<file path="src/rtl/mac_accumulator.sv">
// mac_accumulator
//   Multiply-accumulate back end. Consumes a stream of unsigned 2N-bit
//   products over a valid/ready handshake and sums a programmed number of
//   them into an ACC_W = 2N+G bit accumulator. The total is then held on an
//   output valid/ready handshake until the consumer takes it.
//
//   Build option: MAC_SAT_EN
//     defined   : on carry out the accumulator clamps to all-ones and stays there
//     undefined : the accumulator wraps modulo 2^ACC_W
//   In both builds `overflow` is a sticky per-run flag set on any carry out.
//
// Ports
//   clk        system clock, rising edge
//   rst        synchronous active-high reset
//   start      one-cycle pulse starting a run (honoured only in IDLE)
//   len        number of products to accumulate, captured with start
//   in_valid   product on prod is valid
//   in_ready   block accepts a product this cycle (ACCUM state)
//   prod       unsigned 2N-bit product
//   out_valid  acc_out/overflow hold a finished result (DONE state)
//   out_ready  consumer takes the result
//   acc_out    accumulated sum
//   overflow   sticky carry-out flag for the current run
//   busy       high whenever the block is not IDLE
module mac_accumulator #(
    parameter int unsigned N     = 8,
    parameter int unsigned G     = 4,
    parameter int unsigned ACC_W = 2*N + G
) (
    input  logic             clk,
    input  logic             rst,
    input  logic             start,
    input  logic [7:0]       len,
    input  logic             in_valid,
    output logic             in_ready,
    input  logic [2*N-1:0]   prod,
    output logic             out_valid,
    input  logic             out_ready,
    output logic [ACC_W-1:0] acc_out,
    output logic             overflow,
    output logic             busy
);

    typedef enum logic [1:0] {
        IDLE  = 2'd0,
        ACCUM = 2'd1,
        DONE  = 2'd2
    } state_t;

    state_t           state_q, state_d;
    logic [7:0]       cnt_q, cnt_d;
    logic [ACC_W-1:0] acc_q, acc_d;
    logic             ovf_q, ovf_d;

    // One extra bit captures the carry out of the top accumulator bit.
    logic [ACC_W:0]   sum_w;
    logic             carry_w;
    logic [ACC_W-1:0] acc_nxt_w;

    assign sum_w   = {1'b0, acc_q} + {{(ACC_W + 1 - 2*N){1'b0}}, prod};
    assign carry_w = sum_w[ACC_W];

`ifdef MAC_SAT_EN
    // Once clamped at all-ones, any further nonzero product carries again,
    // and a zero product leaves all-ones unchanged, so the clamp holds.
    assign acc_nxt_w = carry_w ? '1 : sum_w[ACC_W-1:0];
`else
    assign acc_nxt_w = sum_w[ACC_W-1:0];
`endif

    always_ff @(posedge clk) begin
        if (rst) begin
            state_q <= IDLE;
            cnt_q   <= '0;
            acc_q   <= '0;
            ovf_q   <= 1'b0;
        end else begin
            state_q <= state_d;
            cnt_q   <= cnt_d;
            acc_q   <= acc_d;
            ovf_q   <= ovf_d;
        end
    end

    always_comb begin
        state_d = state_q;
        cnt_d   = cnt_q;
        acc_d   = acc_q;
        ovf_d   = ovf_q;
        unique case (state_q)
            IDLE: begin
                if (start) begin
                    cnt_d   = len;
                    acc_d   = '0;
                    ovf_d   = 1'b0;
                    state_d = (len == 8'd0) ? DONE : ACCUM;
                end
            end
            ACCUM: begin
                // in_ready is implied by the state, so in_valid alone marks a transfer.
                if (in_valid) begin
                    acc_d = acc_nxt_w;
                    ovf_d = ovf_q | carry_w;
                    cnt_d = cnt_q - 8'd1;
                    if (cnt_q == 8'd1) begin
                        state_d = DONE;
                    end
                end
            end
            DONE: begin
                if (out_ready) begin
                    state_d = IDLE;
                end
            end
            default: begin
                state_d = IDLE;
            end
        endcase
    end

    // Handshake outputs decode registered state only.
    assign in_ready  = (state_q == ACCUM);
    assign out_valid = (state_q == DONE);
    assign busy      = (state_q != IDLE);
    assign acc_out   = acc_q;
    assign overflow  = ovf_q;

endmodule

</file>
<file path="config.mk">
export PLATFORM = sky130hd
export DESIGN_NAME = mac_accumulator
export DESIGN_NICKNAME = d
export VERILOG_FILES = /design/src/rtl/mac_accumulator.sv
export SDC_FILE = /design/constraint.sdc
export NUM_CORES = 1
export LEC_CHECK = 0
export CAP_MARGIN = 15
export CORE_MARGIN = 3
export CORE_UTILIZATION = 50
export CTS_BUF_LIST = sky130_fd_sc_hd__clkbuf_8
export CTS_CLUSTER_DIAMETER = 30
export DETAILED_ROUTE_END_ITERATION = 8
export PLACE_DENSITY = 0.94
export SETUP_SLACK_MARGIN = 0.05
export SLEW_MARGIN = 15
export SYNTH_ARGS = -nofsm -noshare
export SYNTH_HDL_FRONTEND = slang
export SYNTH_SLANG_ARGS = --single-unit
</file>
<file path="constraint.sdc">
create_clock -name clk -period 2.7 [get_ports clk]
set_input_delay 0.675 -clock clk [delete_from_list [all_inputs] [get_ports clk]]
set_output_delay 0.675 -clock clk [all_outputs]
set_load 0.02 [all_outputs]
</file>
==> reports/summary.txt, run 1 <==
Outcome -> complete, no violations
Num CTS Buffers -> 5
IO buf count -> 52
Vias in the first global route -> 2187
Relative slew slack -> 56.3%
Worst-case clock buffer depth -> 2
Sequential share of power -> 34.3%
Via count -> 2246
FP Rows -> 22
Worst Tran Pin Value -> 652 ps
Largest net degree at the start of global routing -> 16
Hold slack -> 476 ps
Initial DRC Count -> 145
Clock Power Share -> 31.1%
Worst-path clk slew -> 70 ps
Layout Cells excl Fill -> 382
Crit path required time -> 2880 ps
TritonCTS Sinks -> 31
Filler cell count -> 263
Post-Layout Inst Area -> 3010 sq um
Logic pwr share -> 34.5%
Maximum vdd drop -> 0.366 mV
Sequential share of the synthesized area -> 30.5%
Hold Crit Start -> cnt_q[1]
Fin crit period -> 2660 ps
Placer Congestion -> 0.879
Worst Hold End -> cnt_q[1]
Root buffer cell -> clkbuf_8
FMAX -> 375 MHz
Number of synthesized register bits -> 31
DR pass1 iterations -> 5
Post-route DRC -> 0
Netlist cell types -> 44
Pre-CTS setup slack -> -364 ps
Most frequent cell after synthesis -> dfxtp_1
Worst Path Arrival -> 2850 ps
Syn Area/Cell -> 8.16 sq um
Final net count -> 381
Main flop type after synthesis -> dfxtp_1
Int Pwr -> 1.04 mW
Gate Count Post-Synth -> 249
CTS H-tree lvls -> 2
Top cells by area, synth -> dfxtp_1 (31%), ha_1 (11%), a21oi_1 (6.7%)
Layout cells sized above 1 -> 16.2%
Layout area overhead -> 48.3%
Final core utilization -> 79.3%
HP Class -> reg -> reg
First-pass GRT wire length -> 10100 um
Post-Route Skew -> 12.8 ps
Net Switching -> 0.530 mW
DP HPWL -> 4180 um
Synth top cells by count -> dfxtp_1 (31), a21oi_1 (27), nor2_1 (19), ha_1 (18), nand2_1 (18)
Setup-failing EPs final -> 0
Worst R2R Path Depth -> 8
Initial antenna violation count -> 0
Switch share -> 33.7%
Routed length per instance -> 16.3 um
Total GRT Usage -> 25.4%
Async SR Flop Fraction -> 0%
R2R Path End -> acc_out[11]
Critical path class -> in -> reg
Synth Warn # -> 0
Synth top area share -> 30.5%
Area leader, netlist -> dfxtp_1
Via-to-Cell Ratio -> 5.88
Reg2reg start -> acc_out[1]
Placed Instances -> 367
CTS tree -> yes
Footprint of the multi-input gates -> 1400 sq um
R2R setup slack -> 410 ps
DRT Wirelength -> 6240 um
Syn_nets -> 297
Critical Path Sink Type -> register
Antenna cells -> 0
DP Area -> 2780 sq um
DIE AREA -> 4870 sq um
Leak -> 1.30 nW
PnR worst setup slack -> 35.0 ps
Sequential cell area -> 621 sq um
Starting Density -> 53.5%
Core ar. -> 3800 sq um
Final antenna-violating net count -> 0
Final hold violation count -> 0
Worst-Skew Late Latency -> 300 ps
Final period utilization -> 98.7%
CP max FO -> 3
Die width -> 69.8 um
Max Cap Viol -> 0
Post-Syn Area -> 2030 sq um
Final Slew Violations -> 0
EDFF count, synth -> 0
Power per cell area -> 523 nW/um^2
Overflow after GRT -> 0
Die H -> 69.8 um
Io pins -> 53
CP startpoint kind -> primary input
Hold Crit Depth -> 2
## sequential cells by signal (all words and copies together) (netlist names)
| register | cells |
|---|---|
| cnt_q | 8 |
| overflow | 1 |
| state_q | 2 |
| acc_out | 20 |
## final cells by class
type / instances / area share (%)
Clock buffer: 6 / 2.74
Clock inverter: 2 / 1.16
Inverter: 10 / 1.25
Multi-Input combinational cell: 200 / 46.6
Sequential cell: 31 / 20.6
Tap cell: 48 / 1.99
Timing Repair Buffer: 85 / 25.7
## critical path, cell delays in order
cell,delay [ps]
clkdlybuf4s50_1,510
ha_4,230
a21oi_1,230
o31ai_2,140
o21ai_1,220
a21boi_1,110
o21a_1,190
or3_1,300
a32o_1,240
## power by group through the flow
stage	registers [mW]	clock network, mW	logic (mW)
after floorplan	0.554	0	0.295
after CTS	0.537	0.494	0.521
after global placement	0.543	0	0.484
after detailed placement	0.546	0	0.501
after global routing	0.547	0.519	0.593
final	0.540	0.490	0.544
## per-layer routing
layer	part of all wire, %	vias up	wire length [um]	track usage (%)
met3	6.3	15	396	7.97
li1	-	1088	-	-
met1	40	1059	2490	28.0
met5	0	-	0	0
met4	2.3	0	145	10.0
met2	51	84	3200	45.2
## placed cells by master, fill, tap and decap left out, types with 7 or more instances in the layout
cell,Yosys,layout
a21oi_1,27,26
a22o_1,8,8
a22oi_1,7,7
buf_4,0,33
clkdlybuf4s50_1,0,50
dfxtp_1,31,31
ha_1,18,14
inv_1,10,10
nand2_1,18,17
nand3_1,8,8
nor2_1,19,19
o21ai_0,16,15
xnor2_1,7,7
## stage by stage
| step | power [mW] | TNS (ps) |
|---|---|---|
| after global routing | 1.66 | -36.8 |
| after detailed placement | 1.05 | -2710 |
| final | 1.57 | 0 |
| after CTS | 1.55 | 0 |
| after global placement | 1.03 | -1700 |
| after floorplan | 0.848 | 0 |
## how the worst max path moves through the flow
stage          slack [ps]    start  cells past startpoint     endpoint
3_5_place_dp         -360  prod[0]                     10  acc_out[18]
2_1_floorplan         210  prod[4]                      8  acc_out[11]
4_1_cts                40  prod[0]                     10   acc_out[8]
5_1_grt               -40  prod[4]                      9  acc_out[11]
6_report               40  prod[4]                      9  acc_out[11]
3_3_place_gp         -260  prod[0]                     10  acc_out[18]
## repair_timing
action	CTS	global route
setup buffers	3	4
hold buffers	0	0
hold endpoints to repair	0	0
endpoints found under the setup margin	5	12
cloned	0	0
pin swaps	5	12
resized for setup	4	11
## kinds of logic after synthesis
| logic type | count (synthesis) | synth area share [%] |
|---|---|---|
| buf+inv | 18 | 3.33 |
| flops | 31 | 30.5 |
| mux | 3 | 1.48 |
| xor+xnor | 11 | 4.74 |
| compound gates | 94 | 30.6 |
| simple gates | 73 | 17.2 |
| fa+ha+maj | 19 | 12.1 |
(Power assumes the default switching activity.)
==> run 2, diff against run 1 <==
--- a/config.mk
+++ b/config.mk
@@ -7,11 +7,10 @@
 export LEC_CHECK = 0
 export CAP_MARGIN = 15
 export CORE_MARGIN = 3
-export CORE_UTILIZATION = 50
-export CTS_BUF_LIST = sky130_fd_sc_hd__clkbuf_8
+export CORE_UTILIZATION = 49
 export CTS_CLUSTER_DIAMETER = 30
 export DETAILED_ROUTE_END_ITERATION = 8
-export PLACE_DENSITY = 0.94
+export PLACE_DENSITY = 0.92
 export SETUP_SLACK_MARGIN = 0.05
 export SLEW_MARGIN = 15
 export SYNTH_ARGS = -nofsm -noshare
==> reports/summary.txt, run 2 (same netlist as run 1, synthesis figures left out) <==
Via count -> 2327 (+3.6%)
Hold Crit Depth -> 2 (unchanged)
Die H -> 70.4 um (+0.92%)
Fin crit period -> 2650 ps (-14.5 ps)
CP peak stage delay -> 450 ps (-60 ps)
Routed length per instance -> 17.9 um (+9.3%)
Core ar. -> 3830 sq um (+0.72%)
Critical Path Sink Type -> register
HP Class -> reg -> reg
Final period utilization -> 98.2% (-0.54 points)
Pre-CTS setup slack -> -386 ps (-22.1 ps)
Most frequent cells in the layout -> clkdlybuf4s50_1 (47), dfxtp_1 (31), buf_4 (30)
R2R Path End -> acc_out[15]
DR pass1 iterations -> 5 (unchanged)
IO buf count -> 52 (unchanged)
DP HPWL -> 4090 um (-2.0%)
Crit path required time -> 2890 ps (about the same)
Final antenna-violating net count -> 0 (unchanged)
CP max FO -> 4 (+1)
Overall power -> 1.59 mW (+1.3%)
Worst R2R Path Depth -> 9 (+1)
Antenna cells -> 0 (unchanged)
Cell family with most CP delay -> compound AO/OA/AOI/OAI gates
TritonCTS Sinks -> 31 (unchanged)
DIE AREA -> 4960 sq um (+1.9%)
Overflow after GRT -> 0 (unchanged)
Filler cell count -> 261 (-0.76%)
Largest net degree at the start of global routing -> 19 (+3)
CTS H-tree lvls -> 2 (unchanged)
Hold Crit Start -> cnt_q[1]
CP startpoint kind -> primary input
Worst path depth -> 10 (+1)
Io pins -> 53 (unchanged)
Leak -> 1.32 nW (+1.3%)
Post-Route Skew -> 3.97 ps (-8.87 ps)
Worst Tran Pin Value -> 738 ps (+85.8 ps)
Worst path slowest cell -> clkdlybuf4s50_1
Final net count -> 379 (-0.52%)
PnR worst setup slack -> 49.6 ps (+14.5 ps)
Relative slew slack -> 50.6% (-5.7 points)
CTS Hold Buffers Added -> 0 (unchanged)
Maximum vdd drop -> 0.507 mV (+39%)
Setup-failing EPs final -> 0 (unchanged)
Footprint of the multi-input gates -> 1460 sq um (+4.2%)
Final Slew Violations -> 0 (unchanged)
Final hold violation count -> 0 (unchanged)
RSZ-0062 raised after global routing -> true
Hold slack -> 481 ps (+5.16 ps)
Critical path class -> in -> reg
R2R setup slack -> 390 ps (-20 ps)
Buf+Inv Stages, Crit Path -> 2 (+1)
Commonest non-fill, non-tap cell in the layout -> clkdlybuf4s50_1
Root buffer cell -> clkbuf_8
Worst-Skew Late Latency -> 290 ps (about the same)
Initial antenna violation count -> 0 (unchanged)
Placer Congestion -> 0.885 (+0.69%)
Sequential cell area -> 621 sq um (unchanged)
Worst Hold End -> cnt_q[1]
Outcome -> complete, no violations
Largest register FFs -> 20 (unchanged)
First-pass GRT wire length -> 9410 um (-6.6%)
Post-route DRC -> 0 (unchanged)
Worst-path clk slew -> 70 ps (about the same)
Total GRT Usage -> 23.5% (-1.9 points)
Layout cells sized above 1 -> 17.5% (+1.3 points)
Via-to-Cell Ratio -> 6.12 (+4.2%)
FP Rows -> 22 (unchanged)
Reg2reg start -> acc_out[1]
Worst Path Arrival -> 2840 ps (about the same)
CP Cell Sequence -> clkdlybuf4s50_1 -> ha_4 -> a211oi_2 -> o31ai_4 -> buf_4 -> o2111ai_1 -> nand2_2 -> a31oi_2 -> xnor2_1 -> a22o_1
DRT Wirelength -> 6790 um (+8.8%)
Initial DRC Count -> 162 (+12%)
Starting Density -> 53.1% (-0.38 points)
CTS tree -> yes
Power per cell area -> 520 nW/um^2 (-0.52%)
FMAX -> 377 MHz (+0.55%)
Vias in the first global route -> 2120 (-3.1%)
Num CTS Buffers -> 5 (unchanged)
Worst-case clock buffer depth -> 2 (unchanged)
Max Cap Viol -> 0 (unchanged)
Die width -> 70.4 um (+0.92%)
Layout area overhead -> 51.0%
-- run 2: cell count changes in the layout (fill, tap and decap cells not counted), sizes merged --
cell	before	now
buf	33	31
clkdlybuf4s50	50	47
dlymetal6s2s	2	5
-- run 2: through the flow --
step	TNS [ps]	cell area (sq um)	util [%]	instances
4_1_cts	0	2910	76.0	376
6_report	0	3070	80.2	380
5_1_grt	-63.5	3070	80.2	380
3_5_place_dp	-2620	2760	72.2	365
3_3_place_gp	-1630	2760	72.2	365
2_1_floorplan	0	2030	-	249
-- run 2: worst max-delay path by stage --
stage	from	to	slack, ps
floorplan	prod[4]	acc_out[11]	210
global placement	prod[0]	acc_out[18]	-260
detailed placement	prod[0]	acc_out[18]	-390
CTS	prod[0]	acc_out[18]	30
global route	prod[2]	acc_out[15]	-50
finish	prod[2]	acc_out[15]	50
-- run 2: worst register-to-register path, cell delays in order (launching register included) --
cell	delay, ps
dfxtp_1	420
ha_1	290
a211oi_2	330
o31ai_4	130
buf_4	160
o2111ai_1	230
nand2_2	130
a31oi_2	220
xnor2_1	100
a22o_1	190
-- run 2: final cells by class --
class | instances | share of cell area (%)
multi-input cells | 200 | 47.7
clock buffers | 6 | 2.69
clock inverters | 2 | 1.14
inverters | 10 | 1.22
repair buffers | 83 | 25.1
well taps | 48 | 1.96
flip-flops and latches | 31 | 20.2
-- run 2: timing repair --
item                       4_1_cts  5_1_grt
buffers inserted                 3        4
pin swaps                        4       12
setup endpoints to repair        5       10
resized for setup                3       23
-- run 2: layer usage --
| metal | track usage, % | vias to the layer above | wire length (um) |
|---|---|---|---|
| met5 | 0 | - | 0 |
| met4 | 7.02 | 0 | 216 |
| met3 | 6.19 | 28 | 469 |
| met2 | 41.2 | 122 | 3510 |
| met1 | 27.8 | 1086 | 2590 |
| li1 | - | 1091 | - |
-- run 2: power by group --
| part | internal, mW | switching [mW] |
|---|---|---|
| sequential | 0.496 | 0.0455 |
| combinational | 0.254 | 0.305 |
| clock | 0.299 | 0.196 |
| total | 1.05 | 0.547 |
==> run 3, diff against run 2 <==
==> constraint.sdc (replaced) <==
create_clock -name clk -period 2.7 [get_ports clk]
set_input_delay 0.54 -clock clk [delete_from_list [all_inputs] [get_ports clk]]
set_output_delay 0.54 -clock clk [all_outputs]
set_load 0.02 [all_outputs]
==> reports/summary.txt, run 3 (same netlist as run 1, synthesis figures left out) <==
RSZ-0062 raised after global routing -> false
DR pass1 iterations -> 4 (-1)
Die H -> 70.4 um (unchanged)
Worst Path Arrival -> 2760 ps (-80 ps)
Num CTS Buffers -> 5 (unchanged)
Final period utilization -> 93.9% (-4.3 points)
Final antenna-violating net count -> 0 (unchanged)
Layout cells sized above 1 -> 10.3% (-7.2 points)
Routed length per instance -> 14.9 um (-17%)
Most frequent cells in the layout -> clkdlybuf4s50_1 (52), dfxtp_1 (31), a21oi_1 (27)
Starting Density -> 53.1% (unchanged)
First-pass GRT wire length -> 8870 um (-5.7%)
Antenna cells -> 0 (unchanged)
Final core utilization -> 74.5% (-5.7 points)
Final hold violation count -> 0 (unchanged)
Max Cap Viol -> 0 (unchanged)
Outcome -> complete, no violations
DRT Wirelength -> 5470 um (-19%)
Root buffer cell -> clkbuf_8
Critical path class -> in -> reg
IO buf count -> 52 (unchanged)
Relative slew slack -> 52.1% (+1.5 points)
Largest register FFs -> 20 (unchanged)
Overflow after GRT -> 0 (unchanged)
Largest net degree at the start of global routing -> 16 (-3)
CTS Hold Buffers Added -> 0 (unchanged)
Setup-failing EPs final -> 0 (unchanged)
Placer Congestion -> 0.893 (+0.90%)
Final Slew Violations -> 0 (unchanged)
Post-CTS Setup Repair Bufs -> 0 (-3)
Layout area overhead -> 40.3%
Via-to-Cell Ratio -> 5.91 (-3.4%)
Maximum vdd drop -> 0.402 mV (-21%)
Core ar. -> 3830 sq um (unchanged)
TritonCTS Sinks -> 31 (unchanged)
Via count -> 2176 (-6.5%)
CP startpoint kind -> primary input
Post-Route Skew -> 6.56 ps (+2.59 ps)
Vias in the first global route -> 2037 (-3.9%)
DIE AREA -> 4960 sq um (unchanged)
Worst Tran Pin Value -> 716 ps (-22.0 ps)
Int Pwr -> 1.02 mW (-2.6%)
Fin crit period -> 2530 ps (-115 ps)
FP Rows -> 22 (unchanged)
Total GRT Usage -> 21.9% (-1.6 points)
DP HPWL -> 4060 um (-0.69%)
Power per cell area -> 534 nW/um^2 (+2.6%)
Worst-Skew Late Latency -> 290 ps (about the same)
CTS H-tree lvls -> 2 (unchanged)
FMAX -> 394 MHz (+4.6%)
HP Class -> reg -> reg
Logic pwr share -> 32.5% (-2.5 points)
Worst-case clock buffer depth -> 2 (unchanged)
Io pins -> 53 (unchanged)
Initial DRC Count -> 150 (-7.4%)
Final net count -> 367 (-3.2%)
Commonest non-fill, non-tap cell in the layout -> clkdlybuf4s50_1
Critical Path Sink Type -> register
GRT Max-Usage Layer -> met2
Overall power -> 1.52 mW (-4.6%)
Clock Power Share -> 32.1% (+1.1 points)
Switch share -> 32.9% (-1.4 points)
Crit path required time -> 2920 ps (+30 ps)
GR Util met2 -> 37.4% (-3.7 points)
Initial antenna violation count -> 0 (unchanged)
Die width -> 70.4 um (unchanged)
Worst-path clk slew -> 70 ps (about the same)
Met1 usage -> 25.9% (-1.9 points)
Hold slack -> 476 ps (-5.57 ps)
Net Switching -> 0.501 mW (-8.4%)
Post-route DRC -> 0 (unchanged)
CP max FO -> 4 (unchanged)
Leak -> 1.22 nW (-8.0%)
Sequential share of power -> 35.3% (+1.4 points)
CTS tree -> yes
Met3 usage -> 6.91% (+0.72 points)
run 3: cell count changes in the layout (fill, tap and decap cells not counted), sizes merged:
cell and delta:
buf -12, clkdlybuf4s50 +5, dlymetal6s2s -5
run 3: stage by stage:
stage / setup slack [ps] / TNS (ps) / instances / instance area, sq um
floorplan: 349 / 0 / 249 / 2030
global placement: -128 / -373 / 360 / 2730
detailed placement: -262 / -1040 / 360 / 2730
CTS: 62.0 / 0 / 368 / 2850
global route: 64.1 / 0 / 368 / 2850
finish: 165 / 0 / 368 / 2850
run 3: what timing repair did:
item	CTS	global route
gates resized for setup	2	2
pin swaps	0	6
endpoints found under the setup margin	1	3
run 3: worst max-delay path, cell delays in order:
cell and delay [ps]:
clkdlybuf4s50_1 460, ha_2 220, fa_2 230, a21oi_2 80, o211ai_2 160, nand2_2 100
o31a_1 260, o21a_1 210, or3_1 360, a21boi_2 130
run 3: worst paths after layout:
check                           cells after the start  slack [ps]        from          end
worst max-delay path                               10         170     prod[0]  acc_out[18]
worst min-delay path                                2         480    cnt_q[1]     cnt_q[1]
worst max register to register                      9         510  acc_out[0]  acc_out[18]
worst min register to register                      2         480    cnt_q[1]     cnt_q[1]
run 3: power by group through the flow:
stage | combinational [mW] | clock, mW | sequential [mW]
3_3_place_gp | 0.468 | 0 | 0.544
6_report | 0.495 | 0.489 | 0.538
2_1_floorplan | 0.295 | 0 | 0.554
5_1_grt | 0.544 | 0.510 | 0.544
4_1_cts | 0.491 | 0.490 | 0.536
3_5_place_dp | 0.484 | 0 | 0.546
run 3: layout make-up:
cell class                 instances  area [sq um]
multi-input combinational        200          1350
inverter                          10          37.5
timing repair buffer              71           663
clock inverter                     2          35.0
tap                               48          60.1
sequential                        31           621
clock buffer                       6          82.6
fill                             296           975
run 3: metal layers:
metal | vias up | wire (um)
met5 | - | 0
met4 | 0 | 59
met3 | 7 | 361
met2 | 84 | 2750
met1 | 1019 | 2300
li1 | 1066 | -
